**config.mk**
```make
export PLATFORM = sky130hd
export DESIGN_NAME = sar_scan_ctl
export DESIGN_NICKNAME = d
export VERILOG_FILES = /design/src/rtl/sar_scan_pkg.sv /design/src/rtl/sar_bit_engine.sv /design/src/rtl/sar_scan_ctl.sv
export SDC_FILE = /design/constraint.sdc
export NUM_CORES = 1
export LEC_CHECK = 0
export ABC_AREA = 1
export CAP_MARGIN = 25
export CORE_MARGIN = 1
export CORE_UTILIZATION = 45
export CTS_BUF_LIST = sky130_fd_sc_hd__clkbuf_4 sky130_fd_sc_hd__clkbuf_8 sky130_fd_sc_hd__clkbuf_16
export DETAILED_ROUTE_END_ITERATION = 16
export GPL_ROUTABILITY_DRIVEN = 0
export PLACE_DENSITY = 0.71
export SYNTH_ARGS = -nofsm -noshare
export SYNTH_HDL_FRONTEND = slang
export SYNTH_SLANG_ARGS = --single-unit
```
**constraint.sdc**
```tcl
create_clock -name clk -period 1.9 [get_ports clk]
set_input_delay 0.38 -clock clk [delete_from_list [all_inputs] [get_ports clk]]
set_output_delay 0.38 -clock clk [all_outputs]
set_load 0.02 [all_outputs]
```
**src/rtl/sar_scan_pkg.sv**
```systemverilog
// Shared types and constants for the SAR scan controller:
// FSM state encoding, xdata write-strobe bit positions, default settle time.
package sar_scan_pkg;

    typedef enum logic [2:0] {
        ST_IDLE,
        ST_SETUP,
        ST_SETTLE,
        ST_SAMPLE,
        ST_NEXT
    } scan_state_e;

    localparam int unsigned WR_DACEN_LO     = 0;
    localparam int unsigned WR_SAREN_LO     = 1;
    localparam int unsigned WR_DACV_LO_BASE = 2;   // DACV8..15 -> ch0..7
    localparam int unsigned WR_DACEN_HI     = 10;
    localparam int unsigned WR_SAREN_HI     = 11;
    localparam int unsigned WR_DACV_HI_BASE = 12;  // DACV16..17 -> ch8..9
    localparam int unsigned WR_STROBES      = 14;

    localparam int unsigned SETTLE_DEFAULT  = 4;

    function automatic int unsigned dacv_strobe(input int unsigned ch);
        return (ch < 8) ? (WR_DACV_LO_BASE + ch) : (WR_DACV_HI_BASE + ch - 8);
    endfunction

endpackage

```
**src/rtl/sar_bit_engine.sv**
```systemverilog
// Successive-approximation datapath: result accumulator, one-hot trial bit
// and DAC settle counter, stepped by start/count/sample from the scan FSM.
module sar_bit_engine #(
    parameter int unsigned DW     = 8,
    parameter int unsigned SETTLE = 4
) (
    input  logic          clk,
    input  logic          rrstz,
    input  logic          start_i,
    input  logic          count_i,
    input  logic          sample_i,
    input  logic          cmp_i,
    output logic [DW-1:0] code_o,
    output logic [DW-1:0] result_o,
    output logic          settled_o,
    output logic          last_o
);

    localparam int unsigned   CNTW      = (SETTLE > 1) ? $clog2(SETTLE) : 1;
    localparam logic [CNTW-1:0] CNT_LOAD = CNTW'(SETTLE - 1);
    localparam logic [DW-1:0] TRIAL_MSB = DW'(1) << (DW - 1);

    logic [DW-1:0]   acc_q, acc_d;
    logic [DW-1:0]   trial_q, trial_d;
    logic [CNTW-1:0] cnt_q, cnt_d;

    assign code_o    = acc_q | trial_q;
    assign result_o  = acc_q | (cmp_i ? trial_q : '0);
    assign settled_o = (cnt_q == '0);
    assign last_o    = trial_q[0];

    always_comb begin
        acc_d   = acc_q;
        trial_d = trial_q;
        cnt_d   = cnt_q;
        if (start_i) begin
            acc_d   = '0;
            trial_d = TRIAL_MSB;
            cnt_d   = CNT_LOAD;
        end else if (sample_i) begin
            acc_d   = result_o;
            trial_d = trial_q >> 1;
            cnt_d   = CNT_LOAD;
        end else if (count_i && (cnt_q != '0)) begin
            cnt_d = cnt_q - 1'b1;
        end
    end

    always_ff @(posedge clk) begin
        if (!rrstz) begin
            acc_q   <= '0;
            trial_q <= '0;
            cnt_q   <= '0;
        end else begin
            acc_q   <= acc_d;
            trial_q <= trial_d;
            cnt_q   <= cnt_d;
        end
    end

endmodule

```
**src/rtl/sar_scan_ctl.sv**
```systemverilog
// Scans the enabled DAC/comparator channels in ascending order, running an
// 8-bit SAR conversion or a single threshold compare on each; owns the DAC xdata registers.
module sar_scan_ctl
    import sar_scan_pkg::*;
#(
    parameter int unsigned NCH    = 10,
    parameter int unsigned DW     = 8,
    parameter int unsigned SETTLE = SETTLE_DEFAULT
) (
    input  logic                  clk,
    input  logic                  rrstz,
    input  logic [WR_STROBES-1:0] regx_wrdac,
    input  logic [7:0]            regx_wdat,
    input  logic                  scan_go,
    input  logic                  scan_cont,
    input  logic                  scan_abort,
    input  logic                  cmp_i,
    output logic [DW*NCH-1:0]     dac_r_vs,
    output logic [NCH-1:0]        dac_comp,
    output logic [NCH-1:0]        r_dac_en,
    output logic [NCH-1:0]        r_sar_en,
    output logic [NCH-1:0]        dac_sel,
    output logic [DW-1:0]         dac_code,
    output logic                  busy,
    output logic                  done
);

    localparam int unsigned   CW        = (NCH > 1) ? $clog2(NCH) : 1;
    localparam logic [DW-1:0] TRIAL_MSB = DW'(1) << (DW - 1);

    scan_state_e             state_q, state_d;
    logic [CW-1:0]           ch_q, ch_d;
    logic [NCH-1:0]          mask_q, mask_d;
    logic                    mode_q, mode_d;
    logic                    busy_q, busy_d;
    logic                    done_q, done_d;

    logic [NCH-1:0][DW-1:0]  vs_q;
    logic [NCH-1:0]          comp_q;
    logic [NCH-1:0]          en_q;
    logic [NCH-1:0]          saren_q;

    logic                    eng_start, eng_count, eng_sample;
    logic [DW-1:0]           eng_code, eng_result;
    logic                    eng_settled, eng_last;
    logic                    store_en, comp_en;
    logic [NCH-1:0]          ch_onehot;

    function automatic logic [CW-1:0] first_ch(input logic [NCH-1:0] v);
        first_ch = '0;
        for (int unsigned i = NCH; i > 0; i--) begin
            if (v[i-1]) first_ch = CW'(i - 1);
        end
    endfunction

    assign ch_onehot = NCH'(1) << ch_q;

    sar_bit_engine #(
        .DW     (DW),
        .SETTLE (SETTLE)
    ) u_engine (
        .clk       (clk),
        .rrstz     (rrstz),
        .start_i   (eng_start),
        .count_i   (eng_count),
        .sample_i  (eng_sample),
        .cmp_i     (cmp_i),
        .code_o    (eng_code),
        .result_o  (eng_result),
        .settled_o (eng_settled),
        .last_o    (eng_last)
    );

    always_comb begin
        state_d    = state_q;
        ch_d       = ch_q;
        mask_d     = mask_q;
        mode_d     = mode_q;
        busy_d     = busy_q;
        done_d     = 1'b0;
        eng_start  = 1'b0;
        eng_count  = 1'b0;
        eng_sample = 1'b0;
        store_en   = 1'b0;
        comp_en    = 1'b0;
        unique case (state_q)
            ST_IDLE: begin
                if (scan_go) begin
                    if (en_q == '0) begin
                        done_d = 1'b1;
                    end else begin
                        mask_d  = en_q;
                        ch_d    = first_ch(en_q);
                        busy_d  = 1'b1;
                        state_d = ST_SETUP;
                    end
                end
            end
            ST_SETUP: begin
                mode_d    = saren_q[ch_q];
                eng_start = 1'b1;
                state_d   = ST_SETTLE;
            end
            ST_SETTLE: begin
                eng_count = 1'b1;
                if (eng_settled) state_d = ST_SAMPLE;
            end
            ST_SAMPLE: begin
                if (mode_q && !eng_last) begin
                    eng_sample = 1'b1;
                    state_d    = ST_SETTLE;
                end else begin
                    // Channel retires here so done lines up with the final NEXT cycle.
                    store_en = mode_q;
                    comp_en  = !mode_q;
                    mask_d   = mask_q & ~ch_onehot;
                    done_d   = ((mask_q & ~ch_onehot) == '0);
                    state_d  = ST_NEXT;
                end
            end
            ST_NEXT: begin
                if (mask_q != '0) begin
                    ch_d    = first_ch(mask_q);
                    state_d = ST_SETUP;
                end else if (scan_cont && (en_q != '0)) begin
                    mask_d  = en_q;
                    ch_d    = first_ch(en_q);
                    state_d = ST_SETUP;
                end else begin
                    busy_d  = 1'b0;
                    state_d = ST_IDLE;
                end
            end
            default: state_d = ST_IDLE;
        endcase
        if (scan_abort) begin
            state_d  = ST_IDLE;
            busy_d   = 1'b0;
            done_d   = 1'b0;
            store_en = 1'b0;
            comp_en  = 1'b0;
        end
    end

    always_ff @(posedge clk) begin
        if (!rrstz) begin
            state_q <= ST_IDLE;
            ch_q    <= '0;
            mask_q  <= '0;
            mode_q  <= 1'b0;
            busy_q  <= 1'b0;
            done_q  <= 1'b0;
        end else begin
            state_q <= state_d;
            ch_q    <= ch_d;
            mask_q  <= mask_d;
            mode_q  <= mode_d;
            busy_q  <= busy_d;
            done_q  <= done_d;
        end
    end

    // Scan results are assigned after the CPU writes so they win a same-byte collision.
    always_ff @(posedge clk) begin
        if (!rrstz) begin
            vs_q    <= '0;
            comp_q  <= '0;
            en_q    <= '0;
            saren_q <= '0;
        end else begin
            for (int unsigned c = 0; c < NCH; c++) begin
                if (regx_wrdac[dacv_strobe(c)]) vs_q[c] <= DW'(regx_wdat);
                if (regx_wrdac[(c < 8) ? WR_DACEN_LO : WR_DACEN_HI]) en_q[c] <= regx_wdat[c % 8];
                if (regx_wrdac[(c < 8) ? WR_SAREN_LO : WR_SAREN_HI]) saren_q[c] <= regx_wdat[c % 8];
            end
            if (store_en) vs_q[ch_q] <= eng_result;
            if (comp_en) comp_q[ch_q] <= cmp_i;
        end
    end

    always_comb begin
        dac_sel  = '0;
        dac_code = '0;
        unique case (state_q)
            ST_SETUP: begin
                dac_sel  = ch_onehot;
                dac_code = saren_q[ch_q] ? TRIAL_MSB : vs_q[ch_q];
            end
            ST_SETTLE, ST_SAMPLE: begin
                dac_sel  = ch_onehot;
                dac_code = mode_q ? eng_code : vs_q[ch_q];
            end
            default: ;
        endcase
    end

    assign dac_r_vs = vs_q;
    assign dac_comp = comp_q;
    assign r_dac_en = en_q;
    assign r_sar_en = saren_q;
    assign busy     = busy_q;
    assign done     = done_q;

endmodule

```
==> flow_metrics.py <==
metrics = {
    "clock_tree": {
        "clk_latency_ns": 0.44,
        "path_clk_slew_ns": 0.06,
        "holdBufCountCts": 0,
        "cts_made_buffers": 17,
        "cts_root_buf": "clkbuf_16",
        "clk_path_buf_depth": 2,
        "clock_sinks": 148,
        "cts_tree": "done",
        "h-tree-depth": 4,
    },
    "setup_path": {
        "crit_type": "reg2out",
        "startpoint_type": "flop",
        "cp_data_required_time_ns": 1.52,
        "end_kind": "output port",
        "crit_fanout": 8,
        "crit_arrival_ns": 2.11,
    },
    "power": {
        "leakage_nw": 5.69,
        "ir_drop_v": 0.000739,
        "power.density_mw_per_mm2": 734,
        "p_int_mw": 6.14,
        "finalPower_mw": 9.12,
        "p_seq_share_pct": 37.7,
        "swShare_pct": 32.6,
        "combPwrFrac_pct": 25.9,
        "power.switching_mw": 2.97,
        "power.share.clock_pct": 36.4,
    },
    "synth": {
        "ys.flop_type": "dfxtp_1",
        "ys_ff_latch": 148,
        "synth_top_area_share_pct": 39.3,
        "synth-async-reset-ratio_pct": 0,
        "syn_area_mm2": 0.00755,
        "synth_enable_flop_cells": 0,
        "yosys-top-cells-count": "o21ai_0, nand2_1, dfxtp_1, inv_1, a21oi_1",
        "yosys.area.top_type": "dfxtp_1",
        "ys_warn_count": 0,
        "yosys-top-cells-area": "dfxtp_1, o21ai_0, nand2_1, a21oi_1, inv_1",
        "syn_avg_cell_area_um2": 6.73,
        "netlist_instances": 1121,
        "seq_area_frac_synth_pct": 39.3,
        "syn_nets": 1150,
        "ys_types": 32,
        "yosysMostFrequentCell": "o21ai_0",
    },
    "outcome": {
        "violations": "setup timing",
        "status": "finished, violations left",
    },
    "timing": {
        "tightest_slew_ns": 0.512,
        "rsz0062_at_grt": "true",
        "timing.fmax_mhz": 401,
        "fin_ws_ns": -0.595,
        "finalHoldViolations": 0,
        "finalSetupTns_ns": -5.71,
        "fin_worst_skew_ns": 0.00926,
        "hold_slack_ns": 0.424,
        "min_period_ns": 2.49,
        "drv_slew": 0,
        "period_share_pct": 131,
        "setup_violations": 20,
        "slew_headroom_pct": 65.7,
    },
    "global_routing": {
        "gr-total-overflow": 0,
        "antenna_found_initial": 0,
        "grt_max_degree": 71,
        "grt_usage_pct": 34.8,
        "grt_pass1_vias": 8683,
        "grt_pass1_wl_um": 46800,
    },
    "place": {
        "post_dp_cell_area_mm2": 0.0109,
        "dpl.hpwl_um": 21500,
        "place_ws_ns": -0.486,
        "io_buffers": 157,
    },
    "floorplanning": {
        "ios": 158,
        "die_x_um": 132,
        "dieArea_mm2": 0.0173,
        "start_util_pct": 46.8,
        "dieHeight_um": 132,
        "core-area_mm2": 0.0161,
        "core.rowCount": 46,
    },
    "route": {
        "vias": 9717,
        "via_per_inst": 5.76,
        "wl_per_cell_um": 19.2,
        "ant_nets": 0,
        "drc": 0,
        "postRouteWirelength_um": 32300,
        "initialDrtViolationCount": 1167,
        "drtPass1Iterations": 8,
    },
    "cells_and_area": {
        "syn_to_final_growth_pct": 64.6,
        "antennaDiodeCount": 0,
        "final_layout_size_suffix_gt1_share_pct": 27.8,
        "nets": 1488,
        "design_area_mm2": 0.0124,
        "fillers": 1086,
    },
    "min_path": {
        "hp-class": "in2reg",
    },
    "flow_run": {
        "maxCapViolations": 0,
    },
}
==> state kept, by name, indices dropped and copies added (netlist names) <==
name / count
u_engine.acc_q: 8
mask_q: 10
dac_comp: 10
u_engine.trial_q: 8
done: 1
r_sar_en: 10
dac_r_vs: 80
ch_q: 4
state_q: 3
u_engine.cnt_q: 2
r_dac_en: 10
mode_q: 1
busy: 1
==> layout make-up <==
class / count / area (µm²) / share of cell area [%]
flip-flops and latches: 148 / 2980 / 24.0
multi-input cells: 766 / 4360 / 35.1
inverters: 145 / 562 / 4.52
well taps: 216 / 270 / 2.17
clock buffers: 17 / 425 / 3.42
clock inverters: 15 / 146 / 1.18
repair buffers: 381 / 3680 / 29.6
==> metal layers <==
layer	track usage (%)	up-vias	part of all wire, %
met4	18.8	0	6.2
met5	0	-	0
li1	-	4418	-
met1	44.4	4390	37
met3	8.45	166	12
met2	53.9	743	45
==> through the flow <==
stage	utilization (%)	cells
after global routing	77.1	1688
after global placement	67.3	1630
final	77.1	1688
after CTS	73.8	1673
after floorplan	-	1121
after detailed placement	67.3	1630
==> worst max-delay path, cell delays in order (launching register included) <==
cell and delay [ns]:
dfxtp_4 0.39, nand2_4 0.08, inv_1 0.08, a22oi_2 0.22
nand2_1 0.12, nand2_2 0.12, nand4_1 0.12, buf_6 0.20
a21oi_4 0.19, buf_6 0.14
==> final timing paths <==
check                                           end           startpoint  slack [ns]  depth (start not counted)
worst min register to register  u_engine.trial_q[6]  u_engine.trial_q[6]        0.47                          2
worst min-delay path            u_engine.trial_q[1]                rrstz        0.42                          5
worst max-delay path                    dac_code[0]              ch_q[0]       -0.59                          9
worst max register to register            mask_q[6]              ch_q[0]       -0.01                         13
==> cells by family (layout without fill, tap and decap cells) <==
family,count (synthesis),after routing,synth area share (%)
compound gates,422,422,29.5
fa+ha+maj,1,1,0.166
buf+inv,207,558,10.8
flops,148,148,39.3
mux,8,8,1.19
simple gates,335,335,19.0
==> layout by cell type (no fill, tap or decap), types with 12 or more instances in the layout <==
| master | synthesis | layout |
|---|---|---|
| o21ai_0 | 223 | 203 |
| buf_4 | 10 | 190 |
| nand2_1 | 176 | 153 |
| dfxtp_1 | 148 | 141 |
| inv_1 | 138 | 131 |
| a21oi_1 | 128 | 121 |
| clkdlybuf4s50_1 | 0 | 93 |
| nor2_1 | 106 | 83 |
| dlymetal6s2s_1 | 0 | 33 |
| o21ai_1 | 16 | 30 |
| nor2_4 | 11 | 29 |
| buf_6 | 0 | 29 |
| o22ai_2 | 0 | 22 |
| buf_12 | 0 | 20 |
| nand3_1 | 21 | 18 |
| clkbuf_16 | 0 | 18 |
| nand2_2 | 0 | 12 |
| dlygate4sd2_1 | 0 | 12 |
==> power groups by stage <==
stage	Combinational (mW)	Sequential [mW]	Clock, mW
floorplan	0.776	3.61	0
global placement	1.85	3.47	0
detailed placement	1.87	3.48	0
CTS	2.06	3.42	3.29
global route	2.49	3.45	3.48
finish	2.36	3.43	3.32
==> timing repair <==
item,CTS,global route
gates cloned,1,1
gates resized for setup,219,112
setup buffers,10,15
pin swaps,17,30
setup endpoints to repair,27,79
(Power assumes the default switching activity.)
